===== config.mk =====
export PLATFORM = sky130hd
export DESIGN_NAME = pipe_reg_skid
export DESIGN_NICKNAME = d
export VERILOG_FILES = /design/src/rtl/pipe_reg_skid.sv
export SDC_FILE = /design/constraint.sdc
export NUM_CORES = 1
export LEC_CHECK = 0
export BUFFER_PORTS_ARGS = -buffer_cell sky130_fd_sc_hd__buf_2
export CORE_MARGIN = 4
export CORE_UTILIZATION = 35
export DETAILED_ROUTE_END_ITERATION = 6
export GPL_ROUTABILITY_DRIVEN = 0
export SYNTH_ARGS = -nofsm -noshare
export SYNTH_HDL_FRONTEND = slang
export SYNTH_SLANG_ARGS = --single-unit

===== constraint.sdc =====
create_clock -name clk -period 5.4 [get_ports clk]
set_input_delay 0 -clock clk [delete_from_list [all_inputs] [get_ports clk]]
set_output_delay 0 -clock clk [all_outputs]
set_load 0.005 [all_outputs]

===== src/rtl/pipe_reg_skid.sv =====
// Pipeline boundary register with a valid/ready handshake and a 2-entry skid buffer.
// Define PIPE_STAT_EN to enable the saturating stall_cnt statistics counter.
module pipe_reg_skid #(
    parameter int CTRL_W = 2,
    parameter int DATA_W = 69,
    parameter int CNT_W  = 16
) (
    input  logic              clk,
    input  logic              rst,
    input  logic              flush,
    input  logic              in_valid,
    output logic              in_ready,
    input  logic [CTRL_W-1:0] in_ctrl,
    input  logic [DATA_W-1:0] in_data,
    output logic              out_valid,
    input  logic              out_ready,
    output logic [CTRL_W-1:0] out_ctrl,
    output logic [DATA_W-1:0] out_data,
    output logic [CNT_W-1:0]  stall_cnt
);

    // Bit 0 is the main valid, bit 1 the skid valid.
    typedef enum logic [1:0] {
        EMPTY = 2'b00,
        ONE   = 2'b01,
        FULL  = 2'b11
    } state_e;

    state_e state_q, state_d;

    logic [CTRL_W-1:0] m_ctrl_q, m_ctrl_d;
    logic [CTRL_W-1:0] s_ctrl_q, s_ctrl_d;
    logic [DATA_W-1:0] m_data_q, m_data_d;
    logic [DATA_W-1:0] s_data_q, s_data_d;

    logic m_valid;
    logic s_valid;
    logic accept;
    logic take;

    assign m_valid = state_q[0];
    assign s_valid = state_q[1];

    assign in_ready  = ~s_valid;
    assign out_valid = m_valid;
    assign out_ctrl  = m_valid ? m_ctrl_q : '0;
    assign out_data  = m_data_q;

    assign accept = in_valid & in_ready;
    assign take   = m_valid & out_ready;

    always_comb begin
        state_d  = state_q;
        m_ctrl_d = m_ctrl_q;
        s_ctrl_d = s_ctrl_q;
        m_data_d = m_data_q;
        s_data_d = s_data_q;

        case (state_q)
            EMPTY: begin
                if (accept) begin
                    m_ctrl_d = in_ctrl;
                    m_data_d = in_data;
                    state_d  = ONE;
                end
            end
            ONE: begin
                if (accept && take) begin
                    m_ctrl_d = in_ctrl;
                    m_data_d = in_data;
                end else if (accept) begin
                    s_ctrl_d = in_ctrl;
                    s_data_d = in_data;
                    state_d  = FULL;
                end else if (take) begin
                    m_ctrl_d = '0;
                    state_d  = EMPTY;
                end
            end
            FULL: begin
                if (take) begin
                    m_ctrl_d = s_ctrl_q;
                    m_data_d = s_data_q;
                    s_ctrl_d = '0;
                    state_d  = ONE;
                end
            end
            default: begin
                m_ctrl_d = '0;
                s_ctrl_d = '0;
                state_d  = EMPTY;
            end
        endcase

        // Flush drops everything in flight, including this cycle's input.
        if (flush) begin
            state_d  = EMPTY;
            m_ctrl_d = '0;
            s_ctrl_d = '0;
            m_data_d = m_data_q;
            s_data_d = s_data_q;
        end
    end

    always_ff @(posedge clk or posedge rst) begin
        if (rst) begin
            state_q  <= EMPTY;
            m_ctrl_q <= '0;
            s_ctrl_q <= '0;
            m_data_q <= '0;
            s_data_q <= '0;
        end else begin
            state_q  <= state_d;
            m_ctrl_q <= m_ctrl_d;
            s_ctrl_q <= s_ctrl_d;
            m_data_q <= m_data_d;
            s_data_q <= s_data_d;
        end
    end

`ifdef PIPE_STAT_EN
    logic [CNT_W-1:0] stall_cnt_q, stall_cnt_d;

    always_comb begin
        stall_cnt_d = stall_cnt_q;
        if (m_valid && !out_ready && (stall_cnt_q != {CNT_W{1'b1}})) begin
            stall_cnt_d = stall_cnt_q + CNT_W'(1);
        end
    end

    always_ff @(posedge clk or posedge rst) begin
        if (rst) begin
            stall_cnt_q <= '0;
        end else begin
            stall_cnt_q <= stall_cnt_d;
        end
    end

    assign stall_cnt = stall_cnt_q;
`else
    assign stall_cnt = '0;
`endif

endmodule


==> results.md, run 1 <==
- GR Util met3: 5.59%
- PwrDens: between 500 and 600 nW/um2
- Final Skew: roughly 6.7 ps
- Critical path fanouts, max: between 90 and 100
- GRT Max-Usage Layer: met2
- # placed instances: between 800 and 900
- Largest net degree at the start of global routing: 100
- Worst rel slew slack: a little under 30%
- Distinct cells, synth: 37
- Vias in the first global route: between 4,000 and 5,000
- Cts repair resizes: 0
- Cells after synthesis: about 520
- M2 GR Usage: a little under a quarter
- H-Tree Depth: 4
- Yosys warns: 0
- Clk buf depth: 2
- Port Buf Inserts: approximately 150
- Final period utilization: roughly three fifths
- Worst slew pin tran: roughly 1100 ps
- Die area: 20,400 um2
- Root Buffer: clkbuf_16
- Synth Register Bits: 144
- Post-synthesis cell area: roughly 6400 um2
- Num rows: between 40 and 50
- Tmin final: 3350 ps
- CORE AREA: ~18,000 um2
- Crit. End Element: flip-flop
- FMAX: approximately 0.30 GHz
- Post-synth top area cell: dfrtp_1
- Met1 Usage GRT: 18.6%
- Share of cells above drive strength 1: 34.2%
- Yosys top cell area share: between 50% and 60%
- DRC viols: 0
- Unrepaired setup endpoints after global routing: false
- WHS: approximately 70 ps
- GR Util All Layers: roughly 15%
- Die W: roughly 140 um
- Vias: 4,526
- Router iterations before antenna repair: 4
- Initial antenna violation count: 0
- Fin util: a little under half
- Post-CTS setup buffer count: 0
- CTS clk-pin slew, worst paths: roughly 60 ps
- Setup slack at placement: about 2000 ps
- # setup viols final: 0
- Synth Area per Inst: roughly 12 um2
- CTS Buf Count: 17
- NumNets Final: between 800 and 900
- Antenna Violating Nets Remaining: 0
- Vias per std cell: 4.66
- WP data required: 5650 ps
- Worst Hold Class: input port to flip-flop
- Maximum vdd drop: 0.244 mV
- Leakage Power: 3.96 nW
- CTS tree: done
- Setup TNS: 0 ps
- Die H: roughly 140 um
- Global-route wire length before repair: ~24 mm
- Clk_lat worst skew: 410 ps
- Clock tree sinks: between 100 and 150
- Post-route insts no fill: between 900 and 1,000
- DR iter-0 viols: 186
- Critical Path AT: between 3000 and 4000 ps
- Hold Buf Count CTS: 75
- Most frequent cells in the layout: buf_2 (148), dfrtp_1 (144), dlygate4sd3_1 (75)
- Area growth from synthesis to layout: 34.4%
- Final WS setup: slightly above 2000 ps
- Register area share after synthesis: 56.6%
- Final Routed Wirelength: 14.5 mm
- Outcome: completed
- Mean routed wirelength per cell: approximately 15 um
- Fin. Hold Viols: 0
- Most common cell after layout, fill and taps aside: buf_2
- Max-cap violations: 0
- Total power: 4.32 mW
- I/O pins: 165
- Post-DP Area: between 7000 and 8000 um2
- Antenna cells: 0
- DP Wirelength: 9.18 mm
- Top post-synthesis cells by area: dfrtp_1 (57%), mux2i_1 (11%), mux2_2 (10%)
- Global route overflow: 0
- Post-route cell area: between 8000 and 9000 um2
- CP Launch Type: flip-flop
- Starting density of the core: between 30% and 40%
- Slew Limit Fails: 0
- Critical path class: flip-flop to flip-flop
-- per-layer routing --
layer | wire length, um | share of wire [%]
met3 | 1050 | 7.2
met4 | 267 | 1.8
met1 | 6360 | 44
met5 | 0 | 0
met2 | 6830 | 47
-- layout make-up --
type	count	area, um2
Fill cell	1600	9350
Tap cell	229	287
Clock inverter	8	128
Multi-Input combinational cell	338	2510
Timing Repair Buffer	226	1510
Clock buffer	23	488
Sequential cell	144	3600
Inverter	4	20.0
-- cell usage after synthesis --
master / instances
a21o_1: 3
a22oi_1: 2
buf_6: 5
a21oi_1: 6
a2111o_1: 1
or2_0: 1
dfrtp_1: 144
buf_1: 1
a211oi_1: 3
o32ai_1: 1
mux2_4: 10
or3_1: 1
conb_1: 1
clkbuf_1: 11
o21ai_1: 20
nor2b_1: 1
clkbuf_2: 1
a31oi_1: 1
nand3_1: 1
or2b_1: 1
ha_1: 4
a21boi_0: 1
nand2_1: 70
and2_1: 3
a211o_1: 1
a221oi_1: 1
nand2b_1: 2
nand4_1: 1
buf_2: 16
buf_4: 16
o21ai_0: 53
a2bb2oi_1: 1
mux2i_1: 70
nor2_1: 3
mux2_2: 59
inv_1: 4
nand3b_2: 1
-- cells by family (layout without fill, tap and decap cells) --
group / after synthesis / after routing / synth area share [%]
AOI/OAI and AO/OA: 94 / 94 / 8.10
DFF: 144 / 144 / 56.6
adders and majority gates: 4 / 4 / 0.787
muxes: 139 / 139 / 23.8
and+or+nand+nor: 85 / 85 / 5.56
buffers and inverters: 54 / 261 / 5.05
other: 1 / 16 / 0.0589
-- power breakdown --
group / internal, mW / switching (mW)
clock network: 0.776 / 0.446
logic: 0.653 / 0.575
registers: 1.59 / 0.273
-- state kept, by name, summed over array words and instances (netlist names) --
name,count
out_data,69
s_ctrl_q,2
m_ctrl_q,2
s_data_q,69
state_q,2
-- worst max-delay path: stages (launching register included) --
cell and delay [ps]:
dfrtp_1 550, ha_4 550, a2bb2oi_1 390, a2111o_2 650, buf_4 770, o21ai_0 220
-- final timing paths --
| kind | startpoint | endpoint | slack, ps | depth (start not counted) |
|---|---|---|---|---|
| min | out_ready | state_q[1]$_DFFE_PP0P_ | 70 | 4 |
| max reg2reg | state_q[0]$_DFFE_PP0P_ | out_data[50]$_DFFE_PP0P_ | 2050 | 5 |
| max | state_q[0]$_DFFE_PP0P_ | out_data[50]$_DFFE_PP0P_ | 2050 | 5 |
| min reg2reg | out_data[54]$_DFFE_PP0P_ | out_data[54]$_DFFE_PP0P_ | 470 | 2 |
| min in group asynchronous | rst | s_data_q[23]$_DFFE_PP0P_ | 350 | 3 |
| max in group asynchronous | rst | s_data_q[67]$_DFFE_PP0P_ | 3880 | 4 |
Power figures use the tool's default switching activity.
==> inputs of run 2 (changes only) <==
- clock period: 5.4 -> 3 ns (I/O delays scaled with it)
==> results.md, run 2 (same netlist as run 1, synthesis figures left out) <==
- P_int: 5.43 mW (+80%)
- Root Buffer: clkbuf_16
- CP Cell Sequence: inv_1, ha_1, a2bb2oi_1, a2111o_2, buf_4, o21ai_0
- Mean routed wirelength per cell: 14.9 um (-0.36%)
- Starting density of the core: 35.5% (unchanged)
- DR iter-0 viols: 138 (-26%)
- Seq pwr share: 43.5% (+0.2 points)
- WP data required: 3230 ps (-2420 ps)
- Clock tree sinks: 144 (unchanged)
- Crit-path slowest cell: buf_4
- Maximum vdd drop: 0.409 mV (+68%)
- Critical path fanouts, max: 108 (+17%)
- Vias in the first global route: 4,811 (+1.9%)
- Cts repair resizes: 0 (unchanged)
- GR Util All Layers: 14.8% (-0.064 points)
- Fillers: 1,618 (+1.1%)
- Antenna Violating Nets Remaining: 0 (unchanged)
- Vias per std cell: 4.71 (+1.1%)
- RR Startpoint: state_q[1]$_DFFE_PP0P_
- Leakage Power: 3.95 nW (about the same)
- Largest stage delay, worst path: 720 ps (-50 ps)
- Most common cell after layout, fill and taps aside: buf_2
- Router iterations before antenna repair: 4 (unchanged)
- DRC viols: 0 (unchanged)
- Worst rel slew slack: 27.8% (-1.1 points)
- Global-route wire length before repair: 24.2 mm (+0.66%)
- I/O pins: 165 (unchanged)
- CP Launch Type: flip-flop
- # setup viols final: 0 (unchanged)
- Worst Hold Class: input port to flip-flop
- Crit. End Element: flip-flop
- Final Skew: 9.98 ps (+3.27 ps)
- Clk_lat worst skew: 410 ps (about the same)
- Tmin final: 2750 ps (-597 ps)
- H-Tree Depth: 4 (unchanged)
- Logic pwr share: 28.7% (+0.3 points)
- Critical path class: flip-flop to flip-flop
- Port Buf Inserts: 148 (unchanged)
- Family with the most delay on the worst path: buffers and inverters
- Die H: 143 um (unchanged)
- Final Routed Wirelength: 14.5 mm (-0.36%)
- Fin. Hold Viols: 0 (unchanged)
- Worst slew pin tran: 1080 ps (+16.3 ps)
- Share of cells above drive strength 1: 34.2% (+0.046 points)
- Reg2Reg Setup Slack: 250 ps (-1800 ps)
- Post-CTS setup buffer count: 0 (unchanged)
- CP Buf/Inv Count: 2 (+1)
- R2R cell count: 6 (+1)
- Clk buf depth: 2 (unchanged)
- Clock power share: 27.8% (-0.5 points)
- CTS tree: done
- CP Depth: 6 (+1)
- Die area: 20,400 um2 (unchanged)
- PwrDens: 902 nW/um2 (+79%)
- Setup TNS: 0 ps (unchanged)
- FF-to-FF End: out_data[25]$_DFFE_PP0P_
- NumNets Final: 812 (+0.12%)
- Initial antenna violation count: 1 (+1)
- NetSw: 2.28 mW (+76%)
- Largest net degree at the start of global routing: 109 (+9.0%)
- FMAX: 0.364 GHz (+22%)
- CP Launch Point: state_q[1]$_DFFE_PP0P_
- Outcome: completed
- Global route overflow: 0 (unchanged)
- CTS Buf Count: 17 (unchanged)
- Unrepaired setup endpoints after global routing: false
- DP Wirelength: 9.19 mm (about the same)
- CTS clk-pin slew, worst paths: 60 ps (about the same)
- Max-cap violations: 0 (unchanged)
- Sw Ratio: 29.6% (-0.37 points)
- Most frequent cells in the layout: buf_2 (148), dfrtp_1 (144), dlygate4sd3_1 (73)
- End of the critical path: out_data[25]$_DFFE_PP0P_
- Area growth from synthesis to layout: 34.3% (about the same)
- CORE AREA: 17,900 um2 (unchanged)
- Vias: 4,578 (+1.1%)
- Hold Buf Count CTS: 73 (-2.7%)
- Final period utilization: 91.6% (+30 points)
- Slew Limit Fails: 0 (unchanged)
- Min-delay src: in_valid
- Die W: 143 um (unchanged)
- WHS: 27.6 ps (-43.2 ps)
- Num rows: 49 (unchanged)
- Critical Path AT: 2980 ps (-610 ps)
-- run 2: power by group through the flow --
stage / Combinational [mW] / Clock [mW] / Sequential, mW
floorplan: 1.39 / 0 / 3.33
global placement: 2.08 / 0 / 3.34
detailed placement: 2.18 / 0 / 3.38
CTS: 2.26 / 2.20 / 3.36
global route: 2.52 / 2.29 / 3.48
finish: 2.21 / 2.14 / 3.36
-- run 2: worst min-delay path by stage --
| stage | end | slack [ps] | depth (start not counted) |
|---|---|---|---|
| 4_1_cts | state_q[0]$_DFFE_PP0P_ | 1 | 4 |
| 6_report | state_q[0]$_DFFE_PP0P_ | 30 | 4 |
| 5_1_grt | state_q[0]$_DFFE_PP0P_ | 40 | 4 |
| 3_5_place_dp | out_data[24]$_DFFE_PP0P_ | 180 | 3 |
| 3_3_place_gp | out_data[24]$_DFFE_PP0P_ | 180 | 3 |
| 2_1_floorplan | s_data_q[28]$_DFFE_PP0P_ | 150 | 1 |
-- run 2: cell type report --
| cell class | instances | area (um2) | share of cell area, % |
|---|---|---|---|
| sequential | 144 | 3600 | 42.1 |
| clock buffer | 24 | 492 | 5.75 |
| clock inverter | 5 | 104 | 1.21 |
| antenna | 1 | 2.50 | 0.0293 |
| timing repair buffer | 227 | 1530 | 17.9 |
| inverter | 4 | 18.8 | 0.220 |
| tap | 229 | 287 | 3.35 |
| multi-input combinational | 338 | 2510 | 29.4 |
-- run 2: layer usage --
| metal | part of all wire (%) | up-vias | global-route usage (%) |
|---|---|---|---|
| li1 | - | 2198 | - |
| met1 | 45 | 2238 | 19.3 |
| met2 | 47 | 133 | 23.5 |
| met3 | 6.7 | 9 | 4.96 |
| met4 | 1.3 | 0 | 4.40 |
| met5 | 0 | - | 0 |
-- run 2: worst reg2reg max path: stages (launching register included) --
cell and delay (ps):
dfrtp_1 460, inv_1 140, ha_1 340, a2bb2oi_1 380, a2111o_2 190, buf_4 720
o21ai_0 330
-- run 2: metrics by stage --
step	power, mW	area (um2)	util [%]	setup WS, ps	std cells
2_1_floorplan	4.72	6420	-	863	536
3_3_place_gp	5.42	7220	40.3	441	869
3_5_place_dp	5.56	7220	40.3	285	869
4_1_cts	7.83	8550	47.7	270	971
5_1_grt	8.29	8550	47.8	43.8	972
6_report	7.71	8550	47.8	251	972
==> inputs of run 3 (changes only) <==
--- a/config.mk
+++ b/config.mk
@@ -6,8 +6,8 @@
 export NUM_CORES = 1
 export LEC_CHECK = 0
-export BUFFER_PORTS_ARGS = -buffer_cell sky130_fd_sc_hd__buf_2
 export CORE_MARGIN = 4
 export CORE_UTILIZATION = 35
 export DETAILED_ROUTE_END_ITERATION = 6
+export DONT_BUFFER_PORTS = 1
 export GPL_ROUTABILITY_DRIVEN = 0
 export SYNTH_ARGS = -nofsm -noshare
==> constraint.sdc (replaced) <==
create_clock -name clk -period 3 [get_ports clk]
set_input_delay 0.15 -clock clk [delete_from_list [all_inputs] [get_ports clk]]
set_output_delay 0.15 -clock clk [all_outputs]
set_load 0.005 [all_outputs]
==> results.md, run 3 (same netlist as run 1, synthesis figures left out) <==
- Outcome: completed
- Largest net degree at the start of global routing: 145 (+33%)
- Root Buffer: clkbuf_16
- Post-route cell area: 7880 um2 (-7.9%)
- Vias per std cell: 4.90 (+4.0%)
- Die W: 143 um (unchanged)
- Fin. Hold Viols: 0 (unchanged)
- DP Wirelength: 8.56 mm (-6.8%)
- Most frequent cells in the layout: dfrtp_1 (144), dlygate4sd3_1 (73), mux2i_1 (70), nand2_1 (70), mux2_2 (59)
- Final period utilization: 85.8% (-5.8 points)
- Min-delay src: in_valid
- WP data required: 3280 ps (+50 ps)
- RR Startpoint: state_q[0]$_DFFE_PP0P_
- CTS Buf Count: 17 (unchanged)
- Clock tree sinks: 144 (unchanged)
- Antenna Violating Nets Remaining: 0 (unchanged)
- CTS tree: done
- Maximum vdd drop: 0.419 mV (+2.5%)
- H-Tree Depth: 4 (unchanged)
- Worst rel slew slack: 28.6% (+0.88 points)
- PwrDens: 952 nW/um2 (+5.5%)
- Vias: 4,042 (-12%)
- Global-route wire length before repair: 22.0 mm (-9.2%)
- Crit. End Element: flip-flop
- Tmin final: 2570 ps (-175 ps)
- CTS clk-pin slew, worst paths: 60 ps (about the same)
- CP Launch Type: flip-flop
- Critical Path AT: 2850 ps (-130 ps)
- Total power: 7.50 mW (-2.8%)
- Router iterations before antenna repair: 4 (unchanged)
- CORE AREA: 17,900 um2 (unchanged)
- # setup viols final: 0 (unchanged)
- Area growth from synthesis to layout: 23.8%
- Port Buf Inserts: 0 (-100%)
- GR Util All Layers: 13.6% (-1.1 points)
- Final Routed Wirelength: 13.5 mm (-6.4%)
- Num rows: 49 (unchanged)
- DRC viols: 0 (unchanged)
- Unrepaired setup endpoints after global routing: false
- CP Launch Point: state_q[0]$_DFFE_PP0P_
- Max-cap violations: 0 (unchanged)
- Most common cell after layout, fill and taps aside: dfrtp_1
- Setup slack at placement: 406 ps (+122 ps)
- Cts repair resizes: 0 (unchanged)
- Share of cells above drive strength 1: 18.3% (-16 points)
- Worst slew pin tran: 1070 ps (-13.2 ps)
- Die H: 143 um (unchanged)
- Post-DP Area: 6490 um2 (-10%)
- DR iter-0 viols: 88 (-36%)
- Leakage Power: 3.35 nW (-15%)
- Final WS setup: 426 ps (+175 ps)
- Setup TNS: 0 ps (unchanged)
- Initial antenna violation count: 2 (+1)
- Clk_lat worst skew: 410 ps (about the same)
- I/O pins: 165 (unchanged)
- Mean routed wirelength per cell: 16.4 um (+10%)
- Critical path class: flip-flop to flip-flop
- Critical path fanouts, max: 62 (-43%)
- FMAX: 0.389 GHz (+6.8%)
- Die area: 20,400 um2 (unchanged)
- Worst Hold Class: input port to flip-flop
- NumNets Final: 662 (-18%)
- Vias in the first global route: 4,272 (-11%)
- Final Skew: 5.20 ps (-4.78 ps)
- WHS: 46.8 ps (+19.1 ps)
- Starting density of the core: 35.5% (unchanged)
- Slew Limit Fails: 0 (unchanged)
- Global route overflow: 0 (unchanged)
- Clk buf depth: 2 (unchanged)
[run 3: cell count changes in the layout (fill, tap and decap cells not counted), sizes merged]
cell,before,now
inv,3,4
clkinvlp,1,6
bufinv,3,5
buf,154,4
clkbuf,24,19
[run 3: area by class of cell]
class | instances | area, um2
clock buffers | 19 | 443
diodes | 1 | 2.50
clock inverters | 13 | 210
fillers | 1660 | 10000
multi-input cells | 338 | 2510
well taps | 229 | 287
inverters | 4 | 18.8
flip-flops and latches | 144 | 3600
repair buffers | 77 | 798
[run 3: worst max-delay path, cell delays in order, from the launching register on]
cell and delay [ps]:
dfrtp_1 600, inv_1 130, ha_1 320, or2_0 230
a2111o_2 690, buf_12 280, nand2_1 90, o21ai_0 70
[run 3: layer usage]
layer | vias to the layer above | track usage, % | part of all wire [%]
li1 | 1908 | - | -
met1 | 1971 | 16.4 | 42
met2 | 139 | 21.3 | 46
met3 | 22 | 6.26 | 9.9
met4 | 2 | 5.40 | 1.7
met5 | - | 0 | 0.089
[run 3: metrics by stage]
| step | util, % | cells |
|---|---|---|
| final | 44.0 | 825 |
| after global routing | 44.0 | 825 |
| after CTS | 44.0 | 824 |
| after detailed placement | 36.3 | 719 |
| after global placement | 36.3 | 719 |
| after floorplan | - | 536 |
[run 3: final timing paths]
kind                            slack (ps)                        to  depth (start not counted)
worst max-delay path                   430  out_data[59]$_DFFE_PP0P_                          7
worst min register to register         510  s_data_q[18]$_DFFE_PP0P_                          1
max in group asynchronous             1960  out_data[48]$_DFFE_PP0P_                          3
min in group asynchronous              450  s_data_q[22]$_DFFE_PP0P_                          3
worst max register to register         430  out_data[59]$_DFFE_PP0P_                          7
worst min-delay path                    50    state_q[0]$_DFFE_PP0P_                          3
[run 3: where the power goes]
part | switching [mW] | internal [mW]
registers | 0.639 | 2.87
clock network | 0.833 | 1.50
logic | 0.775 | 0.881
[run 3: timing repair]
| action | in CTS | in global routing |
|---|---|---|
| setup buffers | 0 | 0 |
| endpoints found under the hold margin | 288 | 0 |
| hold buffers | 73 | 0 |
